### config.mk
export PLATFORM = sky130hd
export DESIGN_NAME = cursor_ctrl_encoder
export DESIGN_NICKNAME = d
export VERILOG_FILES = /design/src/rtl/cursor_ctrl_encoder.sv
export SDC_FILE = /design/constraint.sdc
export NUM_CORES = 1
export LEC_CHECK = 0
export CORE_MARGIN = 1.5
export CORE_UTILIZATION = 27
export DETAILED_ROUTE_END_ITERATION = 8
export GPL_TIMING_DRIVEN = 0
export RECOVER_POWER = 50
export SETUP_SLACK_MARGIN = 0.3
export SYNTH_ARGS = -nofsm -noshare
export SYNTH_HDL_FRONTEND = slang
export SYNTH_SLANG_ARGS = --single-unit
### constraint.sdc
create_clock -name clk -period 2.1 [get_ports clk]
set_clock_uncertainty 0.15 [all_clocks]
set_input_delay 0.315 -clock clk [delete_from_list [all_inputs] [get_ports clk]]
set_output_delay 0.315 -clock clk [all_outputs]
set_load 0.005 [all_outputs]
### src/rtl/cursor_ctrl_encoder.sv
// Push-button front-end for the cursor overlay: synchronises and debounces six
// raw active-low keys, then produces masked move levels, a size-select pulse
// and a mode-select pulse, all registered in the pixel clock domain.
module cursor_ctrl_encoder #(
  parameter int DEBOUNCE_CYCLES = 500000,
  parameter int CNT_W           = 20
) (
  input  logic       clk,
  input  logic       rst_n,
  input  logic [3:0] key_move_n,
  input  logic       key_size_n,
  input  logic       key_mode_n,
  output logic [3:0] move,
  output logic [3:0] size,
  output logic [1:0] mode,
  output logic [1:0] size_idx,
  output logic       mode_state
);

  localparam int NUM_KEYS = 6;
  localparam int KEY_SIZE = 4;
  localparam int KEY_MODE = 5;
  localparam logic [CNT_W-1:0] CNT_LAST = CNT_W'(DEBOUNCE_CYCLES - 1);

  typedef enum logic [1:0] {
    SIZE_OFF  = 2'd0,
    SIZE_L320 = 2'd1,
    SIZE_M240 = 2'd2,
    SIZE_S120 = 2'd3
  } size_state_e;

  // Key vector: bits 0-3 move (right, up, down, left), 4 size, 5 mode.
  logic [NUM_KEYS-1:0] raw_n;
  assign raw_n = {key_mode_n, key_size_n, key_move_n};

  logic [NUM_KEYS-1:0] sync1_q, sync1_d;
  logic [NUM_KEYS-1:0] sync2_q, sync2_d;
  logic [NUM_KEYS-1:0] stable_q, stable_d;
  logic [NUM_KEYS-1:0] stable_dly_q, stable_dly_d;
  logic [CNT_W-1:0]    cnt_q [NUM_KEYS];
  logic [CNT_W-1:0]    cnt_d [NUM_KEYS];

  logic [3:0]  move_q, move_d;
  logic [3:0]  size_q, size_d;
  logic [1:0]  mode_q, mode_d;
  size_state_e size_state_q, size_state_d;
  logic        mode_state_q, mode_state_d;

  logic [NUM_KEYS-1:0] press;

  // Synchronise raw keys and debounce each one independently.
  always_comb begin
    // NOTE: every comb output gets a default first so no path can infer a latch.
    sync1_d      = raw_n;
    sync2_d      = sync1_q;
    stable_dly_d = stable_q;
    stable_d     = stable_q;
    for (int i = 0; i < NUM_KEYS; i++) begin
      cnt_d[i] = '0;
      if (sync2_q[i] != stable_q[i]) begin
        if (cnt_q[i] == CNT_LAST) begin
          // Input has differed for DEBOUNCE_CYCLES samples: accept it.
          stable_d[i] = sync2_q[i];
        end else begin
          cnt_d[i] = cnt_q[i] + CNT_W'(1);
        end
      end
    end
  end

  // A press is a debounced 1->0 transition seen one cycle after it happens.
  assign press = stable_dly_q & ~stable_q;

  // Size state machine: advance one step per press and emit the new one-hot.
  always_comb begin
    size_state_d = size_state_q;
    size_d       = 4'b0000;
    if (press[KEY_SIZE]) begin
      unique case (size_state_q)
        SIZE_OFF:  begin size_state_d = SIZE_L320; size_d = 4'b0010; end
        SIZE_L320: begin size_state_d = SIZE_M240; size_d = 4'b0100; end
        SIZE_M240: begin size_state_d = SIZE_S120; size_d = 4'b1000; end
        SIZE_S120: begin size_state_d = SIZE_OFF;  size_d = 4'b0001; end
      endcase
    end
  end

  // Mode toggle pulse and masked move levels.
  always_comb begin
    mode_state_d = mode_state_q ^ press[KEY_MODE];
    mode_d       = 2'b00;
    if (press[KEY_MODE]) begin
      mode_d = mode_state_d ? 2'b10 : 2'b01;
    end

    move_d = stable_q[3:0];
    // Opposing directions cancel: release both bits of a fully pressed pair.
    if (!stable_q[1] && !stable_q[2]) begin
      move_d[1] = 1'b1;
      move_d[2] = 1'b1;
    end
    if (!stable_q[0] && !stable_q[3]) begin
      move_d[0] = 1'b1;
      move_d[3] = 1'b1;
    end
  end

  // All state registers; reset returns every key to released and drops pulses.
  always_ff @(posedge clk or negedge rst_n) begin
    if (!rst_n) begin
      sync1_q      <= '1;
      sync2_q      <= '1;
      stable_q     <= '1;
      stable_dly_q <= '1;
      // NOTE: the counter array is tiny and must restart cleanly, so it is reset like any flop.
      for (int i = 0; i < NUM_KEYS; i++) begin
        cnt_q[i] <= '0;
      end
      move_q       <= 4'b1111;
      size_q       <= 4'b0000;
      mode_q       <= 2'b00;
      size_state_q <= SIZE_OFF;
      mode_state_q <= 1'b0;
    end else begin
      // NOTE: non-blocking assignments so every flop samples pre-edge values.
      sync1_q      <= sync1_d;
      sync2_q      <= sync2_d;
      stable_q     <= stable_d;
      stable_dly_q <= stable_dly_d;
      for (int i = 0; i < NUM_KEYS; i++) begin
        cnt_q[i] <= cnt_d[i];
      end
      move_q       <= move_d;
      size_q       <= size_d;
      mode_q       <= mode_d;
      size_state_q <= size_state_d;
      mode_state_q <= mode_state_d;
    end
  end

  assign move       = move_q;
  assign size       = size_q;
  assign mode       = mode_q;
  assign size_idx   = size_state_q;
  assign mode_state = mode_state_q;

endmodule

==> impl_results.md, run 1 <==
* Status: finished, final reports clean
* Worst r2r src: cnt_q[1]
* Register area share after synthesis at 53.0%
* Clock root buffer: clkbuf_16
* Worst hold path stage count at 0
* Req. time, crit path at 2.26 ns
* Non-Filler Instances at 1185
* Setup_tns at 0 ns
* Clk buf depth at 2
* Worst EP arrival at 2.13 ns
* CP cell instances: ha_4, nand3_4, clkbuf_1, o41ai_4, buf_4, nor2_1
* Largest stage delay, worst path at 0.49 ns
* Cell area after synthesis at 7280 um^2
* Number of enable flip-flop cells after synthesis at 0
* Slowest-stage cell, CP: o41ai_4
* Worst-path clk slew at 0.06 ns
* 1st-iter DRT viols at 316
* Max-slew violations at 0
* Mapped Cells at 704
* Mean cell area of the mapped netlist at 10.3 um^2
* Post-DP HPWL at 8780 um
* Effective utilization at floorplan at 27.7%
* Largest delay share family, worst path: buffers and inverters
* Reg-to-reg slack, setup at 0.13 ns
* Vias per inst at 4.73
* Final instance area at 9970 um^2
* Yosys warns at 0
* Largest net degree at the start of global routing at 86
* Wire length per cell at 13.4 um
* GRT Util Overall at 11.1%
* Sw frac at 21.4%
* Num CTS Buffers at 17
* Crit path launch type: flop
* Final ANT Viol Nets at 0
* Vias at 5606
* Full die area at 28000 um^2
* RSZ-0062 raised after global routing: yes
* Gr ovfl total at 0
* Util after Layout at 37.9%
* Die H at 167 um
* Nets at 857
* R2r endpoint: cnt_q[10]
* Final GP Congestion at 0.734
* Crit. End Element: flop
* CP Depth at 6
* Combinational power share at 4.0%
* Leakage power at 3.89 nW
* Dpl cells at 1060
* Die Wd at 167 um
* Synth Register Bits at 153
* # fillers at 2521
* CTS Sinks at 153
* Final Hold Fails at 0
* Part of the cycle the worst path needs at 93.7%
* Ant diodes at 0
* PD cells at 667 nW/um^2
* Clock Power Share at 50.2%
* Critical path type: reg -> reg
* Number of port buffers at 20
* WP buf/inv at 2
* Worst reg2reg path depth at 6
* Synth Flop Type: dfrtp_1
* Net Switching at 1.42 mW
* Worst slew margin at 34.7%
* Vias in the first global route at 5334
* Share of cells above drive strength 1 at 34.9%
* CTS tree: yes
* Area after DPL at 8020 um^2
* Synth unique cells at 49
* Worst slew pin tran at 0.980 ns
* Internal at 5.23 mW
* Core box area at 26300 um^2
* Synthesized Nets at 724
* Critical Path Source: cnt_q[1]
* Async SR Flop Fraction at 100%
* I/O pin count at 21
* Initial antenna violation count at 1
* Setup WS pre-CTS at -0.0992 ns
* Worst VDD drop at 541 uV
* Worst hold path type: reg -> reg
* Final setup fails at 0
* Worst Path Max Fanout at 8
* H-tree Lvls at 4
* Detailed Routing Iterations Pass 1 at 4
* Total wire length at 15900 um
* DRC Markers at 0
* Max Clock Freq at 0.508 GHz
* Hold WS at 0.205 ns
* Fin crit period at 1.97 ns
* Flop pwr share at 45.8%
* Rows at 59
* Insertion delay to the later sink of the worst-skew pair at 0.42 ns
* Pwr Total at 6.65 mW
* P&R area growth vs syn at 36.9%
* First-pass GRT wire length at 25600 um
* Final WS setup at 0.131 ns
* Max-cap violations at 0
* End of the critical path: cnt_q[10]
## timing repair
| item | in CTS | in global routing |
|---|---|---|
| endpoints found under the setup margin | 111 | 112 |
| hold buffers | 1 | 0 |
| resized for setup | 61 | 117 |
| setup buffers | 45 | 45 |
| endpoints found under the hold margin | 54 | 0 |
| cloned | 1 | 1 |
| pin swaps | 29 | 39 |
## kinds of logic (layout without fill, tap and decap cells)
| logic type | count (synthesis) | count (layout) | synth area share (%) |
|---|---|---|---|
| DFF | 153 | 153 | 53.0 |
| adders and majority gates | 12 | 12 | 2.06 |
| AOI/OAI and AO/OA | 47 | 47 | 4.31 |
| buffers and inverters | 46 | 192 | 2.63 |
| muxes | 11 | 11 | 1.62 |
| xor gates and xnor gates | 92 | 92 | 11.1 |
| and+or+nand+nor | 343 | 343 | 25.3 |
## power by group through the flow
stage | registers [mW] | clock network (mW) | logic, mW
floorplan | 3.08 | 0 | 0.0996
global placement | 3.09 | 0 | 0.197
detailed placement | 3.09 | 0 | 0.205
CTS | 3.04 | 3.40 | 0.240
global route | 3.05 | 3.54 | 0.306
finish | 3.04 | 3.34 | 0.269
## synthesized netlist by cell type, types with 11 or more instances
library cell	count	share of area [%]
nand3_1	38	2.6
nand4_1	35	3.0
nand2_1	30	1.5
xnor2_1	71	8.5
dfrtp_1	129	44
or3_1	11	0.95
ha_1	12	2.1
dfstp_2	24	8.7
nor3_1	24	1.6
inv_1	34	1.8
nor2_1	120	6.2
nor4_1	30	2.6
a21oi_1	21	1.4
xor2_1	21	2.5
## metal layers
layer  global-route usage [%]  routed length (um)
met1                     14.5                7410
met2                     17.7                7770
met3                     2.91                 475
met4                     4.03                 190
met5                        0                  13
## state kept, by name, indices dropped and copies added (netlist names), 2 cells and up
register	flops
cnt_q	120
mode	2
move	4
size	4
size_idx	2
stable_dly_d	6
stable_dly_q	2
sync1_q	6
sync2_q	6
## worst min-delay path by stage
stage | startpoint | endpoint | slack, ns
finish | sync1_q[0] | sync2_q[0] | 0.21
global route | sync1_q[2] | sync2_q[2] | 0.21
CTS | key_move_n[0] | sync1_q[0] | 0.13
detailed placement | sync1_q[4] | sync2_q[4] | 0.20
global placement | sync1_q[4] | sync2_q[4] | 0.20
floorplan | rst_n | cnt_q[0] | -0.13
## area by class of cell
cell class                      instances  area (um^2)  area share [%]
Buffer                                 12          109            1.09
Clock buffer                           22          484            4.86
Clock inverter                         10          164            1.64
Inverter                               34          128            1.28
Multi-Input combinational cell        505         3820            38.4
Sequential cell                       153         3900            39.1
Tap cell                              335          419            4.21
Timing Repair Buffer                  114          940            9.43
## placed cells by master, fill, tap and decap left out, types with 5 or more instances in the layout
master	synthesis	final
nor2_1	120	100
dlygate4sd3_1	0	7
nand4_4	2	5
o31ai_1	6	6
mux2_2	6	5
xor2_1	21	21
nor4_2	2	6
dfstp_2	24	20
nor4_4	1	8
nor4_1	30	19
nand2_1	30	26
clkbuf_8	0	5
buf_6	1	13
ha_1	12	7
clkbuf_1	4	5
clkbuf_16	0	17
or4_4	1	7
dfrtp_2	0	34
a21oi_2	0	10
buf_4	1	80
nand3_1	38	30
nor2_4	0	6
nand4_1	35	35
nor3_1	24	21
dfrtp_1	129	95
nor2_2	0	14
xnor2_1	71	70
clkdlybuf4s50_1	0	7
mux2i_1	5	5
o21ai_0	10	10
or3_1	11	8
nand3_2	1	6
a21oi_1	21	11
nand2b_1	6	6
inv_1	34	34
No activity file was read; power rests on OpenSTA's default activity.
==> run 2, diff against run 1 <==
--- a/config.mk
+++ b/config.mk
@@ -5,10 +5,11 @@
 export SDC_FILE = /design/constraint.sdc
 export NUM_CORES = 1
 export LEC_CHECK = 0
-export CORE_MARGIN = 1.5
+export CORE_MARGIN = 3
 export CORE_UTILIZATION = 27
 export DETAILED_ROUTE_END_ITERATION = 8
 export GPL_TIMING_DRIVEN = 0
+export PLACE_DENSITY = 0.4
 export RECOVER_POWER = 50
 export SETUP_SLACK_MARGIN = 0.3
 export SYNTH_ARGS = -nofsm -noshare
==> run 2 against run 1 <==
First-iteration DRC count fell by 3.2%. Clock power shrank 7.5%. Global-route usage is 0.18 points higher. Flip-flop and latch count unchanged. Combinational power about the same.
==> impl_results.md, run 2 (synthesis results as in run 1) <==
* Status: finished, final reports clean
* Worst slew margin at 38.5% (+3.9 points)
* Insertion delay to the later sink of the worst-skew pair at 0.42 ns (about the same)
* GRT Util Overall at 11.3% (+0.18 points)
* Setup WS pre-CTS at -0.142 ns (-0.0426 ns)
* Req. time, crit path at 2.30 ns (+0.04 ns)
* Largest stage delay, worst path at 0.58 ns (+0.09 ns)
* Post-DP HPWL at 9730 um (+11%)
* Final Hold Fails at 0 (unchanged)
* Worst VDD drop at 450 uV (-17%)
* CTS tree: yes
* CP cell instances: buf_4, nand4_1, or4_4, or3_4, a21oi_2
* Max-cap violations at 0 (unchanged)
* Nets at 866 (+1.1%)
* Worst hold path type: reg -> reg
* First-pass GRT wire length at 26900 um (+5.0%)
* Crit path launch type: flop
* Leakage power at 3.93 nW (+1.0%)
* Commonest non-fill, non-tap cell in the layout: dfrtp_1
* Reg with most FFs: cnt_q
* Clk buf depth at 2 (unchanged)
* Final GP Congestion at 0.759 (+3.3%)
* H-tree Lvls at 4 (unchanged)
* Effective utilization at floorplan at 27.7% (unchanged)
* Hold WS at 0.206 ns (+0.00125 ns)
* Flop pwr share at 47.4% (+1.6 points)
* Ant diodes at 0 (unchanged)
* Internal at 4.93 mW (-5.7%)
* Vias per inst at 4.73 (about the same)
* Clock root buffer: clkbuf_16
* Num CTS Buffers at 17 (unchanged)
* Max reg flops at 120 (unchanged)
* Wire length per cell at 13.7 um (+2.3%)
* Total wire length at 16300 um (+3.0%)
* Full die area at 29000 um^2 (+3.6%)
* Slowest-stage cell, CP: or4_4
* Fin crit period at 1.88 ns (-0.0904 ns)
* Critical path type: reg -> reg
* Detailed Routing Iterations Pass 1 at 6 (+2)
* P&R area growth vs syn at 37.3%
* Reg-to-reg slack, setup at 0.22 ns (+0.09 ns)
* Final setup fails at 0 (unchanged)
* I/O pin count at 21 (unchanged)
* Util after Layout at 38.0% (+0.10 points)
* Largest net degree at the start of global routing at 92 (+7.0%)
* Max Clock Freq at 0.532 GHz (+4.8%)
* Core box area at 26300 um^2 (unchanged)
* Number of port buffers at 20 (unchanged)
* Clock Power Share at 48.3% (-1.9 points)
* Vias in the first global route at 5526 (+3.6%)
* 1st-iter DRT viols at 306 (-3.2%)
* Most frequent cells in the layout: dfrtp_1 (95), nor2_1 (94), buf_4 (91)
* Rows at 59 (unchanged)
* Die Wd at 170 um (+1.8%)
* Max-slew violations at 0 (unchanged)
* RSZ-0062 raised after global routing: yes
* Gr ovfl total at 0 (unchanged)
* DRC Markers at 0 (unchanged)
* Crit. End Element: flop
* CTS Sinks at 153 (unchanged)
* Worst EP arrival at 2.07 ns (-0.06 ns)
* Sw frac at 22.9% (+1.6 points)
* Share of cells above drive strength 1 at 36.1% (+1.1 points)
* Net Switching at 1.47 mW (+3.4%)
* Die H at 170 um (+1.8%)
* Final ANT Viol Nets at 0 (unchanged)
* Final WS setup at 0.222 ns (+0.0905 ns)
* Initial antenna violation count at 0 (-1)
* Worst Path Max Fanout at 5 (-3)
* Worst slew pin tran at 0.922 ns (-0.0578 ns)
* Worst-path clk slew at 0.06 ns (about the same)
* PD cells at 641 nW/um^2 (-4.0%)
* Part of the cycle the worst path needs at 89.4% (-4.3 points)
* Combinational power share at 4.2% (+0.2 points)
* Vias at 5653 (+0.84%)
[run 2: cell count changes in the layout (fill, tap and decap cells not counted), moves of 3 or more]
cell	delta
clkbuf_1	-3
nor2_4	+4
buf_4	+11
nor2_1	-6
ha_1	+3
[run 2: metal layers]
metal | GRT usage, % | wire length [um] | share of wire, %
met1 | 14.9 | 7730 | 47
met5 | 0 | 0 | 0
met2 | 18.3 | 7860 | 48
met3 | 2.95 | 556 | 3.4
met4 | 3.39 | 193 | 1.2
[run 2: worst max-delay path: cells and delay by family, from the launching register on]
family                 cells  cell delay (ns)
AO/OA/AOI/OAI              1             0.13
buffers and inverters      1             0.14
flip-flops                 1             0.36
AND/OR/NAND/NOR            3             1.01
[run 2: power groups by stage]
stage	clock [mW]	sequential, mW	combinational [mW]
after floorplan	0	3.08	0.0996
after global placement	0	3.09	0.201
after detailed placement	0	3.09	0.212
after CTS	3.23	3.04	0.254
after global routing	3.34	3.04	0.310
final	3.09	3.04	0.272
[run 2: layout make-up]
cell class | count | area, um^2
repair buffers | 123 | 1030
flip-flops and latches | 153 | 3900
multi-input cells | 505 | 3800
plain buffers | 12 | 118
inverters | 34 | 128
well taps | 335 | 419
fillers | 2547 | 16300
clock inverters | 12 | 140
clock buffers | 20 | 457
[run 2: final timing paths]
check / startpoint / end / cells after the start
setup / recovery: cnt_q[12] / cnt_q[17] / 5
hold / removal: sync1_q[5] / sync2_q[5] / 0
setup reg to reg: cnt_q[12] / cnt_q[17] / 5
hold reg to reg: sync1_q[5] / sync2_q[5] / 0
max in group asynchronous: rst_n / cnt_q[6] / 3
min in group asynchronous: rst_n / cnt_q[58] / 2
[run 2: through the flow]
step / TNS (ns) / power (mW) / instance area [um^2] / std cells
2_1_floorplan: 0 / 3.18 / 7370 / 704
3_3_place_gp: -856.18 / 3.29 / 7990 / 1059
3_5_place_dp: -2.58 / 3.30 / 8030 / 1060
4_1_cts: 0 / 6.52 / 9350 / 1150
5_1_grt: 0 / 6.70 / 9990 / 1194
6_report: 0 / 6.40 / 9990 / 1194
[run 2: timing repair]
item | CTS | global route
endpoints found under the hold margin | 46 | 0
hold buffers | 1 | 0
resized for setup | 76 | 106
setup buffers | 56 | 43
setup endpoints to repair | 117 | 115
pin swaps | 31 | 41
cloned | 1 | 1
==> run 3, diff against run 2 <==
--- a/config.mk
+++ b/config.mk
@@ -9,7 +9,7 @@
 export CORE_UTILIZATION = 27
 export DETAILED_ROUTE_END_ITERATION = 8
 export GPL_TIMING_DRIVEN = 0
-export PLACE_DENSITY = 0.4
+export PLACE_DENSITY = 0.38
 export RECOVER_POWER = 50
 export SETUP_SLACK_MARGIN = 0.3
 export SYNTH_ARGS = -nofsm -noshare
==> constraint.sdc (replaced) <==
create_clock -name clk -period 2 [get_ports clk]
set_clock_uncertainty 0.15 [all_clocks]
set_input_delay 0.3 -clock clk [delete_from_list [all_inputs] [get_ports clk]]
set_output_delay 0.3 -clock clk [all_outputs]
set_load 0.005 [all_outputs]
==> run 3 against run 2 <==
Worst hold slack about the same. Largest power group unchanged. Non-clock buffer count up 45. Routed wire length up 8.8%. Via count up 3.3%. Largest cell class is now multi-input gates. Utilization up 2.8 points. Flip-flop and latch count unchanged. Critical path depth unchanged. First-iteration DRC count up 3.9%. Clock-buffer cell count unchanged. Total power up 6.8%. Critical endpoint is now cnt_q[12]. Highest routed layer unchanged. Sequential power up 5%. Cell count up 3.9%.
==> impl_results.md, run 3 (synthesis results as in run 1) <==
* Final ANT Viol Nets at 0 (unchanged)
* CTS Sinks at 153 (unchanged)
* Rows at 59 (unchanged)
* Vias at 5839 (+3.3%)
* Critical path type: reg -> reg
* Initial antenna violation count at 0 (unchanged)
* Post-DP HPWL at 9800 um (+0.76%)
* Largest net degree at the start of global routing at 103 (+12%)
* Num CTS Buffers at 17 (unchanged)
* Worst hold path stage count at 0 (unchanged)
* M1 WL at 8450 um (+9.3%)
* Ant diodes at 0 (unchanged)
* Nets at 912 (+5.3%)
* Worst r2r src: cnt_q[12]
* Vias per inst at 4.71 (-0.54%)
* Leakage power at 4.29 nW (+9.0%)
* Wire length per cell at 14.3 um (+4.8%)
* Total wire length at 17800 um (+8.8%)
* Final GP Congestion at 0.782 (+3.0%)
* Max reg flops at 120 (unchanged)
* Worst Path Max Fanout at 5 (unchanged)
* P&R area growth vs syn at 47.5%
* Clk buf depth at 2 (unchanged)
* Max Used Layer: met4
* 1st-iter DRT viols at 318 (+3.9%)
* Detailed Routing Iterations Pass 1 at 4 (-2)
* Worst hold endpoint: sync2_q[4]
* RSZ-0062 raised after global routing: yes
* Vias in the first global route at 5917 (+7.1%)
* Insertion delay to the later sink of the worst-skew pair at 0.42 ns (about the same)
* Final Hold Fails at 0 (unchanged)
* Worst EP arrival at 2.04 ns (-0.03 ns)
* Commonest non-fill, non-tap cell in the layout: buf_4
* Util after Layout at 40.9% (+2.8 points)
* Worst slew pin tran at 0.534 ns (-0.388 ns)
* PD cells at 637 nW/um^2 (-0.67%)
* Die H at 170 um (unchanged)
* Crit path launch type: flop
* CTS tree: yes
* R2r endpoint: cnt_q[12]
* Status: finished, final reports clean
* Setup_tns at 0 ns (unchanged)
* Largest delay share family, worst path: simple AND/OR/NAND/NOR gates
* Final setup fails at 0 (unchanged)
* Part of the cycle the worst path needs at 94.4% (+5.0 points)
* Worst-path clk slew at 0.07 ns (about the same)
* Max Clock Freq at 0.529 GHz (-0.58%)
* Met2 routed WL at 8760 um (+11%)
* Req. time, crit path at 2.15 ns (-0.15 ns)
* Reg-to-reg slack, setup at 0.11 ns (-0.11 ns)
* Number of port buffers at 20 (unchanged)
* Fin crit period at 1.89 ns (+0.0109 ns)
* Worst reg2reg path depth at 5 (unchanged)
* Hold Path Origin: sync1_q[4]
* Die Wd at 170 um (unchanged)
* Worst VDD drop at 540 uV (+20%)
* First-pass GRT wire length at 29100 um (+8.4%)
* Area after DPL at 8110 um^2 (+1.0%)
* Max-cap violations at 0 (unchanged)
* Most frequent cells in the layout: buf_4 (117), dfrtp_1 (93), xnor2_1 (68)
* Effective utilization at floorplan at 27.7% (unchanged)
* Reg with most FFs: cnt_q
* Max-slew violations at 0 (unchanged)
* Slowest-stage cell, CP: or4b_4
* Full die area at 29000 um^2 (unchanged)
* WP buf/inv at 2 (+1)
* Worst slew margin at 64.4% (+26 points)
* Core box area at 26300 um^2 (unchanged)
* Crit. End Element: flop
* GRT Util Overall at 12.2% (+0.93 points)
* Final instance area at 10700 um^2 (+7.5%)
* H-tree Lvls at 4 (unchanged)
* CP cell instances: or4b_4, o41ai_4, buf_4, buf_6, nor2_1
* I/O pin count at 21 (unchanged)
* Gr ovfl total at 0 (unchanged)
* DRC Markers at 0 (unchanged)
* Clock root buffer: clkbuf_16
* Share of cells above drive strength 1 at 45.5% (+9.4 points)
* Worst hold path type: reg -> reg
* Met3 wire length at 376 um (-32%)
* Largest stage delay, worst path at 0.58 ns (about the same)
[run 3: per-stage QoR]
stage	hold slack [ns]	total power, mW	instances	setup WS [ns]
after global routing	0.208	7.13	1240	0.0212
final	0.207	6.84	1240	0.111
after floorplan	-0.146	3.35	704	0.162
after detailed placement	0.0969	3.47	1060	-0.105
after CTS	0.107	6.91	1182	0.0625
after global placement	0.196	3.46	1059	-6.63
[run 3: where the power goes]
part | switching [mW] | total (mW) | internal (mW)
Sequential | 0.0383 | 3.19 | 3.15
Clock | 1.29 | 3.28 | 1.99
Combinational | 0.208 | 0.367 | 0.159
[run 3: worst max path at each step]
stage	from	end	cells after the start
3_5_place_dp	cnt_q[85]	cnt_q[97]	5
4_1_cts	cnt_q[12]	cnt_q[18]	4
5_1_grt	cnt_q[1]	cnt_q[18]	5
2_1_floorplan	cnt_q[12]	cnt_q[0]	4
3_3_place_gp	rst_n	cnt_q[5]	1
6_report	cnt_q[12]	cnt_q[12]	5
[run 3: area by class of cell]
type | instances | area, um^2
clock buffer | 20 | 447
tap | 335 | 419
sequential | 153 | 3900
fill | 2509 | 15500
multi-input combinational | 506 | 4130
buffer | 12 | 126
inverter | 34 | 128
timing repair buffer | 168 | 1440
clock inverter | 12 | 150
[run 3: worst reg2reg max path: stages, from the launching register on]
cell,delay [ns]
dfrtp_1,0.39
or4b_4,0.58
o41ai_4,0.32
buf_4,0.19
buf_6,0.11
nor2_1,0.04
[run 3: routing by layer]
metal	GRT usage, %	up-vias
met4	3.88	0
met2	19.5	51
met5	0	-
met1	16.3	2931
met3	2.95	15
li1	-	2842
[run 3: repair_timing]
item                                    4_1_cts  5_1_grt
pin swaps                                    59       63
buffers inserted                             85       54
hold endpoints to repair                     51        0
cloned                                        4        4
hold buffers                                  1        0
gates resized for setup                     123      147
endpoints found under the setup margin      124      115
